File: src/rtl/pipelined_decode_sequencer.sv
// pipelined_decode_sequencer
//   Registered opcode decoder at the ID/EX boundary. An instruction accepted
//   through InValid/InReady produces a control bundle one cycle later.
//   FP double loads/stores (0x35/0x3d) are replayed as DBL_BEATS word beats
//   while fetch is held off.
//
// Ports
//   clk, rst_n        rising-edge clock, synchronous active-low reset
//   InValid/InReady   instruction handshake (InReady is combinational)
//   OpCode, fmt, ft   instruction fields to decode
//   Stall             downstream hold: every register keeps its value
//   Flush             drops pending output and any beat sequence
//   OutValid          CtrlOut/BeatIdx/LastBeat/IllegalOp are meaningful
//   CtrlOut           {ALUop, 17 control bits}
//   BeatIdx, LastBeat beat position within a multi-beat instruction
//   IllegalOp         accepted opcode was not recognised
module pipelined_decode_sequencer #(
    parameter int unsigned ALUOP_W   = 4,
    parameter int unsigned FP_EN     = 1,
    parameter int unsigned DBL_BEATS = 2
) (
    input  logic                  clk,
    input  logic                  rst_n,
    input  logic                  InValid,
    output logic                  InReady,
    input  logic [5:0]            OpCode,
    input  logic [4:0]            fmt,
    input  logic [4:0]            ft,
    input  logic                  Stall,
    input  logic                  Flush,
    output logic                  OutValid,
    output logic [17+ALUOP_W-1:0] CtrlOut,
    output logic [2:0]            BeatIdx,
    output logic                  LastBeat,
    output logic                  IllegalOp
);

    localparam logic [0:0] S_SINGLE = 1'b0;
    localparam logic [0:0] S_MULTI  = 1'b1;

    localparam int unsigned B_REGDST  = 0;
    localparam int unsigned B_REGWR   = 1;
    localparam int unsigned B_MEM2REG = 2;
    localparam int unsigned B_JUMP    = 3;
    localparam int unsigned B_JAL     = 4;
    localparam int unsigned B_MEMRD   = 5;
    localparam int unsigned B_MEMWR   = 6;
    localparam int unsigned B_BEQ     = 7;
    localparam int unsigned B_BNE     = 8;
    localparam int unsigned B_ALUSRC  = 9;
    localparam int unsigned B_FLOAT   = 10;
    localparam int unsigned B_SIGNED  = 11;
    localparam int unsigned B_DOUBLE  = 12;
    localparam int unsigned B_BYTE    = 13;
    localparam int unsigned B_BFPF    = 14;
    localparam int unsigned B_BFPT    = 15;
    localparam int unsigned B_FPLS    = 16;

    localparam logic [2:0] LAST_IDX = 3'(DBL_BEATS - 1);

    logic [0:0]            r_state;
    logic [2:0]            r_cnt;
    logic                  r_valid;
    logic [17+ALUOP_W-1:0] r_ctrl;
    logic [2:0]            r_beat;
    logic                  r_last;
    logic                  r_illegal;

    logic [16:0]           w_bits;
    logic [3:0]            w_alu;
    logic                  w_illegal;
    logic [17+ALUOP_W-1:0] w_ctrl;
    logic                  w_fp_en;
    logic                  w_multi;
    logic                  w_accept;

    assign w_fp_en  = (FP_EN != 0);
    assign w_multi  = w_fp_en && (DBL_BEATS > 1) && ((OpCode == 6'h35) || (OpCode == 6'h3d));
    assign InReady  = rst_n && (r_state == S_SINGLE) && !Stall && !Flush;
    assign w_accept = InValid && InReady;

    always_comb begin
        w_bits    = '0;
        w_alu     = 4'h0;
        w_illegal = 1'b0;
        case (OpCode)
            6'h12, 6'h22: begin
                w_bits[B_REGWR]   = 1'b1;
                w_bits[B_MEM2REG] = 1'b1;
                w_bits[B_MEMRD]   = 1'b1;
                w_bits[B_ALUSRC]  = 1'b1;
                w_bits[B_SIGNED]  = 1'b1;
                w_bits[B_BYTE]    = (OpCode == 6'h22);
                w_alu             = 4'h4;
            end
            6'h0f: begin
                w_bits[B_REGWR]  = 1'b1;
                w_bits[B_ALUSRC] = 1'b1;
                w_bits[B_SIGNED] = 1'b1;
                w_alu            = 4'hb;
            end
            6'h28, 6'h2b: begin
                w_bits[B_MEMWR]  = 1'b1;
                w_bits[B_ALUSRC] = 1'b1;
                w_bits[B_SIGNED] = 1'b1;
                w_bits[B_BYTE]   = (OpCode == 6'h28);
                w_alu            = 4'h4;
            end
            6'h03: begin
                w_bits[B_REGDST] = 1'b1;
                w_bits[B_REGWR]  = 1'b1;
                w_alu            = 4'h2;
            end
            6'h09, 6'h0c, 6'h0e: begin
                w_bits[B_REGWR]  = 1'b1;
                w_bits[B_ALUSRC] = 1'b1;
                w_alu = (OpCode == 6'h09) ? 4'h4 : (OpCode == 6'h0c) ? 4'h5 : 4'h3;
            end
            6'h05, 6'h04: begin
                w_bits[B_BEQ]    = (OpCode == 6'h05);
                w_bits[B_BNE]    = (OpCode == 6'h04);
                w_bits[B_SIGNED] = 1'b1;
                w_alu            = 4'h7;
            end
            6'h07: begin
                w_bits[B_REGWR] = 1'b1;
                w_bits[B_JAL]   = 1'b1;
                w_alu           = 4'ha;
            end
            6'h02: begin
                w_bits[B_JUMP] = 1'b1;
            end
            6'h11: begin
                if (!w_fp_en) begin
                    w_illegal = 1'b1;
                end else if (fmt == 5'h10 || fmt == 5'h11) begin
                    w_bits[B_FLOAT]  = 1'b1;
                    w_bits[B_REGDST] = 1'b1;
                    w_bits[B_DOUBLE] = (fmt == 5'h11);
                    w_alu            = 4'h2;
                end else if (fmt == 5'h08) begin
                    w_bits[B_SIGNED] = 1'b1;
                    w_bits[B_BFPT]   = (ft != 5'h00);
                    w_bits[B_BFPF]   = (ft == 5'h00);
                    w_alu            = 4'h7;
                end else begin
                    w_illegal = 1'b1;
                end
            end
            6'h31, 6'h35: begin
                if (w_fp_en) begin
                    w_bits[B_FLOAT]   = 1'b1;
                    w_bits[B_REGWR]   = 1'b1;
                    w_bits[B_MEM2REG] = 1'b1;
                    w_bits[B_MEMRD]   = 1'b1;
                    w_bits[B_ALUSRC]  = 1'b1;
                    w_bits[B_SIGNED]  = 1'b1;
                    w_bits[B_FPLS]    = 1'b1;
                    w_bits[B_DOUBLE]  = (OpCode == 6'h35);
                    w_alu             = 4'h4;
                end else begin
                    w_illegal = 1'b1;
                end
            end
            6'h39, 6'h3d: begin
                if (w_fp_en) begin
                    w_bits[B_MEMWR]  = 1'b1;
                    w_bits[B_ALUSRC] = 1'b1;
                    w_bits[B_SIGNED] = 1'b1;
                    w_bits[B_FPLS]   = 1'b1;
                    w_bits[B_DOUBLE] = (OpCode == 6'h3d);
                    w_alu            = 4'h4;
                end else begin
                    w_illegal = 1'b1;
                end
            end
            default: w_illegal = 1'b1;
        endcase
    end

    always_comb begin
        w_ctrl             = '0;
        w_ctrl[16:0]       = w_bits;
        w_ctrl[17 +: 4]    = w_alu;
    end

    always_ff @(posedge clk) begin
        if (!rst_n) begin
            r_state   <= S_SINGLE;
            r_cnt     <= '0;
            r_valid   <= 1'b0;
            r_ctrl    <= '0;
            r_beat    <= '0;
            r_last    <= 1'b0;
            r_illegal <= 1'b0;
        end else if (Flush) begin
            r_valid <= 1'b0;
            r_state <= S_SINGLE;
            r_cnt   <= '0;
            r_ctrl  <= '0;
        end else if (!Stall) begin
            if (r_state == S_SINGLE) begin
                if (w_accept) begin
                    r_valid   <= 1'b1;
                    r_ctrl    <= w_ctrl;
                    r_illegal <= w_illegal;
                    r_beat    <= '0;
                    if (w_multi) begin
                        r_last  <= 1'b0;
                        r_cnt   <= 3'd1;
                        r_state <= S_MULTI;
                    end else begin
                        r_last <= 1'b1;
                    end
                end else begin
                    r_valid <= 1'b0;
                end
            end else begin
                // CtrlOut and IllegalOp are held from beat 0; only position advances
                r_valid <= 1'b1;
                r_beat  <= r_cnt;
                if (r_cnt == LAST_IDX) begin
                    r_last  <= 1'b1;
                    r_state <= S_SINGLE;
                    r_cnt   <= '0;
                end else begin
                    r_last <= 1'b0;
                    r_cnt  <= r_cnt + 3'd1;
                end
            end
        end
    end

    assign OutValid  = r_valid;
    assign CtrlOut   = r_ctrl;
    assign BeatIdx   = r_beat;
    assign LastBeat  = r_last;
    assign IllegalOp = r_illegal;

endmodule

File: config.mk
export PLATFORM = sky130hd
export DESIGN_NAME = pipelined_decode_sequencer
export DESIGN_NICKNAME = d
export VERILOG_FILES = /design/src/rtl/pipelined_decode_sequencer.sv
export SDC_FILE = /design/constraint.sdc
export NUM_CORES = 1
export LEC_CHECK = 0
export CORE_MARGIN = 1
export CORE_UTILIZATION = 48
export DETAILED_ROUTE_END_ITERATION = 16
export PLACE_DENSITY = 0.8
export SLEW_MARGIN = 25
export SYNTH_ARGS = -nofsm -noshare
export SYNTH_HDL_FRONTEND = slang
export SYNTH_SLANG_ARGS = --single-unit
File: constraint.sdc
create_clock -name clk -period 1.8 [get_ports clk]
set_input_delay 0.27 -clock clk [delete_from_list [all_inputs] [get_ports clk]]
set_output_delay 0.27 -clock clk [all_outputs]
set_load 0.01 [all_outputs]
==> qor.yml <==
place.port_buffers: 48
design_area_mm2: 0.00275
switchingPower_uw: 388
fmax_ghz: 0.595
core_mm2: 0.00342
hold_viol: 0
drtIter0Drc: 112
synth_edf_count: 0
slowest_delay_ns: 0.45
cellPowerDensity_mw_per_mm2: 513
async_flop_share: 0
synth.net_count: 243
htree_levels: 2
hold_ws_ns: 0.466
syn-cell-area_mm2: 0.00175
grt_remaining_overflow: 0
placed_area_mm2: 0.00267
hp-class: "register to register"
ys_seq_area_frac: 0.343
leakagePower_nw: 1.05
p_int_mw: 1.03
detail-route-antenna-nets: 0
synthAdderAreaFrac: 0
use_met3: 0.0347
ys.flop_type: "dfxtp_1"
crit_chain: "clkdlybuf4s50_1 -> buf_4 -> and3b_1 -> nand2_1 -> o21ai_1 -> a311oi_1 -> a21oi_1"
ctsResizeCount: 1
cts_made_buffers: 5
synth-seq-cells: 30
place_congestion: 0.866
slew_violations: 0
seqPwrFrac: 0.475
pwr-share-comb: 0.219
clock_path_buffers: 2
die_y_um: 62.4
clkTransAtPathRegs_ns: 0.11
setup_tns_ns: 0
grt_pass1_wl_mm: 9.00
syn_area_per_cell_um2: 7.90
dp.cells: 358
via_per_inst: 5.49
instances_no_fill: 366
cpMaxStageDelayCell: "clkdlybuf4s50_1"
ctsHoldBuffers: 0
p_clk_frac: 0.306
grt_pass1_vias: 1953
wirelength_mm: 5.17
io_pins: 49
relSlewSlack: 0.736
drt-pass1-iter-count: 4
dieArea_mm2: 0.00390
ys_types: 56
tritoncts: "built"
power.total_mw: 1.41
use_met2: 0.499
min_period_ns: 1.68
nNetsFinal: 340
r2r_slack_ns: 0.21
initial_core_util: 0.513
synth-compound-area-share: 0.241
end_kind: "register"
critPathArrivalTime_ns: 1.89
grt_max_degree: 17
rsz0062_at_grt: "no"
die_x_um: 62.4
crit_type: "input port to register"
ctsRootBufferMaster: "clkbuf_4"
cp.required_ns: 2.01
grt_most_used_layer: "met2"
pre_cts_ws_ns: -0.284
grt.total_usage: 0.289
synth.mux.area_fraction: 0.0200
worst_slew_pin_slew_ns: 0.396
critPathMaxFanout: 12
fin_util: 0.806
grt_use_met1: 0.380
synth_top_family_by_area: "simple AND/OR/NAND/NOR gates"
cts_setup_buffers: 0
diodes: 0
cap_violations: 0
drc_errors: 0
yosys.area_share.simple: 0.318
synth_xor_area_frac: 0.0150
area_growth_pct: 57.1
finClkSkew_ns: 0.0107
setup_viol: 0
period_share: 0.934
synthCells: 222
clock_sinks: 30
wl_per_cell_um: 14.1
irDropWorstVdd_v: 0.000390
start_kind: "input port"
row_count: 21
vias: 2010
worstSkewPairLatency_ns: 0.32
synth-warning-count: 0
swShare: 0.274
outcome: "finished clean"
antenna_found_initial: 0
place_hpwl_mm: 4.02
fin_ws_ns: 0.119
drive_gt1_frac: 0.269
## sequential cells by signal (all words and copies together), names as in the netlist
signal,cells
r_state,1
r_cnt,3
LastBeat,1
IllegalOp,1
BeatIdx,3
CtrlOut,20
OutValid,1
## worst paths after layout
kind,startpoint,end,depth (start not counted)
setup / recovery,OpCode[1],CtrlOut[11]$_SDFFE_PP0P_,7
hold / removal,CtrlOut[3]$_SDFFE_PP0P_,CtrlOut[3]$_SDFFE_PP0P_,2
setup reg to reg,r_state$_SDFFE_PP0N_,CtrlOut[6]$_SDFFE_PP0P_,4
hold reg to reg,CtrlOut[3]$_SDFFE_PP0P_,CtrlOut[3]$_SDFFE_PP0P_,2
## metal layers
metal	up-vias	wire length, um
met5	-	0
li1	1008	-
met4	0	61
met2	72	2560
met1	922	2320
met3	8	225
## synth_stat cells (all sizes together) (5+ instances only)
cell | count | area (um2)
a21oi | 21 | 109
and3 | 6 | 37.5
buf | 14 | 77.6
clkbuf | 5 | 18.8
dfxtp | 30 | 601
nand2 | 20 | 77.6
nand3 | 7 | 35.0
nor2 | 25 | 93.8
nor2b | 8 | 52.6
nor3 | 7 | 40.0
nor4b | 5 | 77.6
o21ai | 18 | 93.8
## final cells by class
cell class	count	area [um2]
sequential	30	601
multi-input combinational	169	1070
inverter	4	15.0
clock inverter	2	12.5
tap	46	57.6
timing repair buffer	109	950
clock buffer	6	51.3
fill	243	662
## critical path: cells and delay by family
kind            cells  cell delay [ns]
compound gates      3             0.61
buf+inv             2             0.62
simple gates        2             0.38
## logic make-up (layout without fill, tap and decap cells)
logic type | count (synthesis) | count (layout)
AND/OR/NAND/NOR | 96 | 96
AO/OA/AOI/OAI | 67 | 67
flip-flops | 30 | 30
buffers and inverters | 23 | 121
XOR/XNOR | 3 | 3
multiplexers | 3 | 3
## placed cells by master (no fill, tap or decap), drive strengths merged, types with 4 or more instances in the layout
cell type / instances
nor2: 25
nor2b: 8
a22oi: 4
clkbuf: 6
a21oi: 21
inv: 4
clkdlybuf4s50: 47
buf: 61
and3: 6
nand2: 20
a31oi: 4
nor3: 7
o211ai: 4
dfxtp: 30
nor4b: 5
o21ai: 18
nand3: 7
## power by group through the flow
stage	clock (mW)	sequential (mW)	combinational, mW
2_1_floorplan	0	0.689	0.120
6_report	0.432	0.672	0.310
5_1_grt	0.477	0.673	0.335
3_5_place_dp	0	0.687	0.301
4_1_cts	0.439	0.672	0.303
3_3_place_gp	0	0.687	0.297
Note: power is estimated with default switching activity, not from simulation.
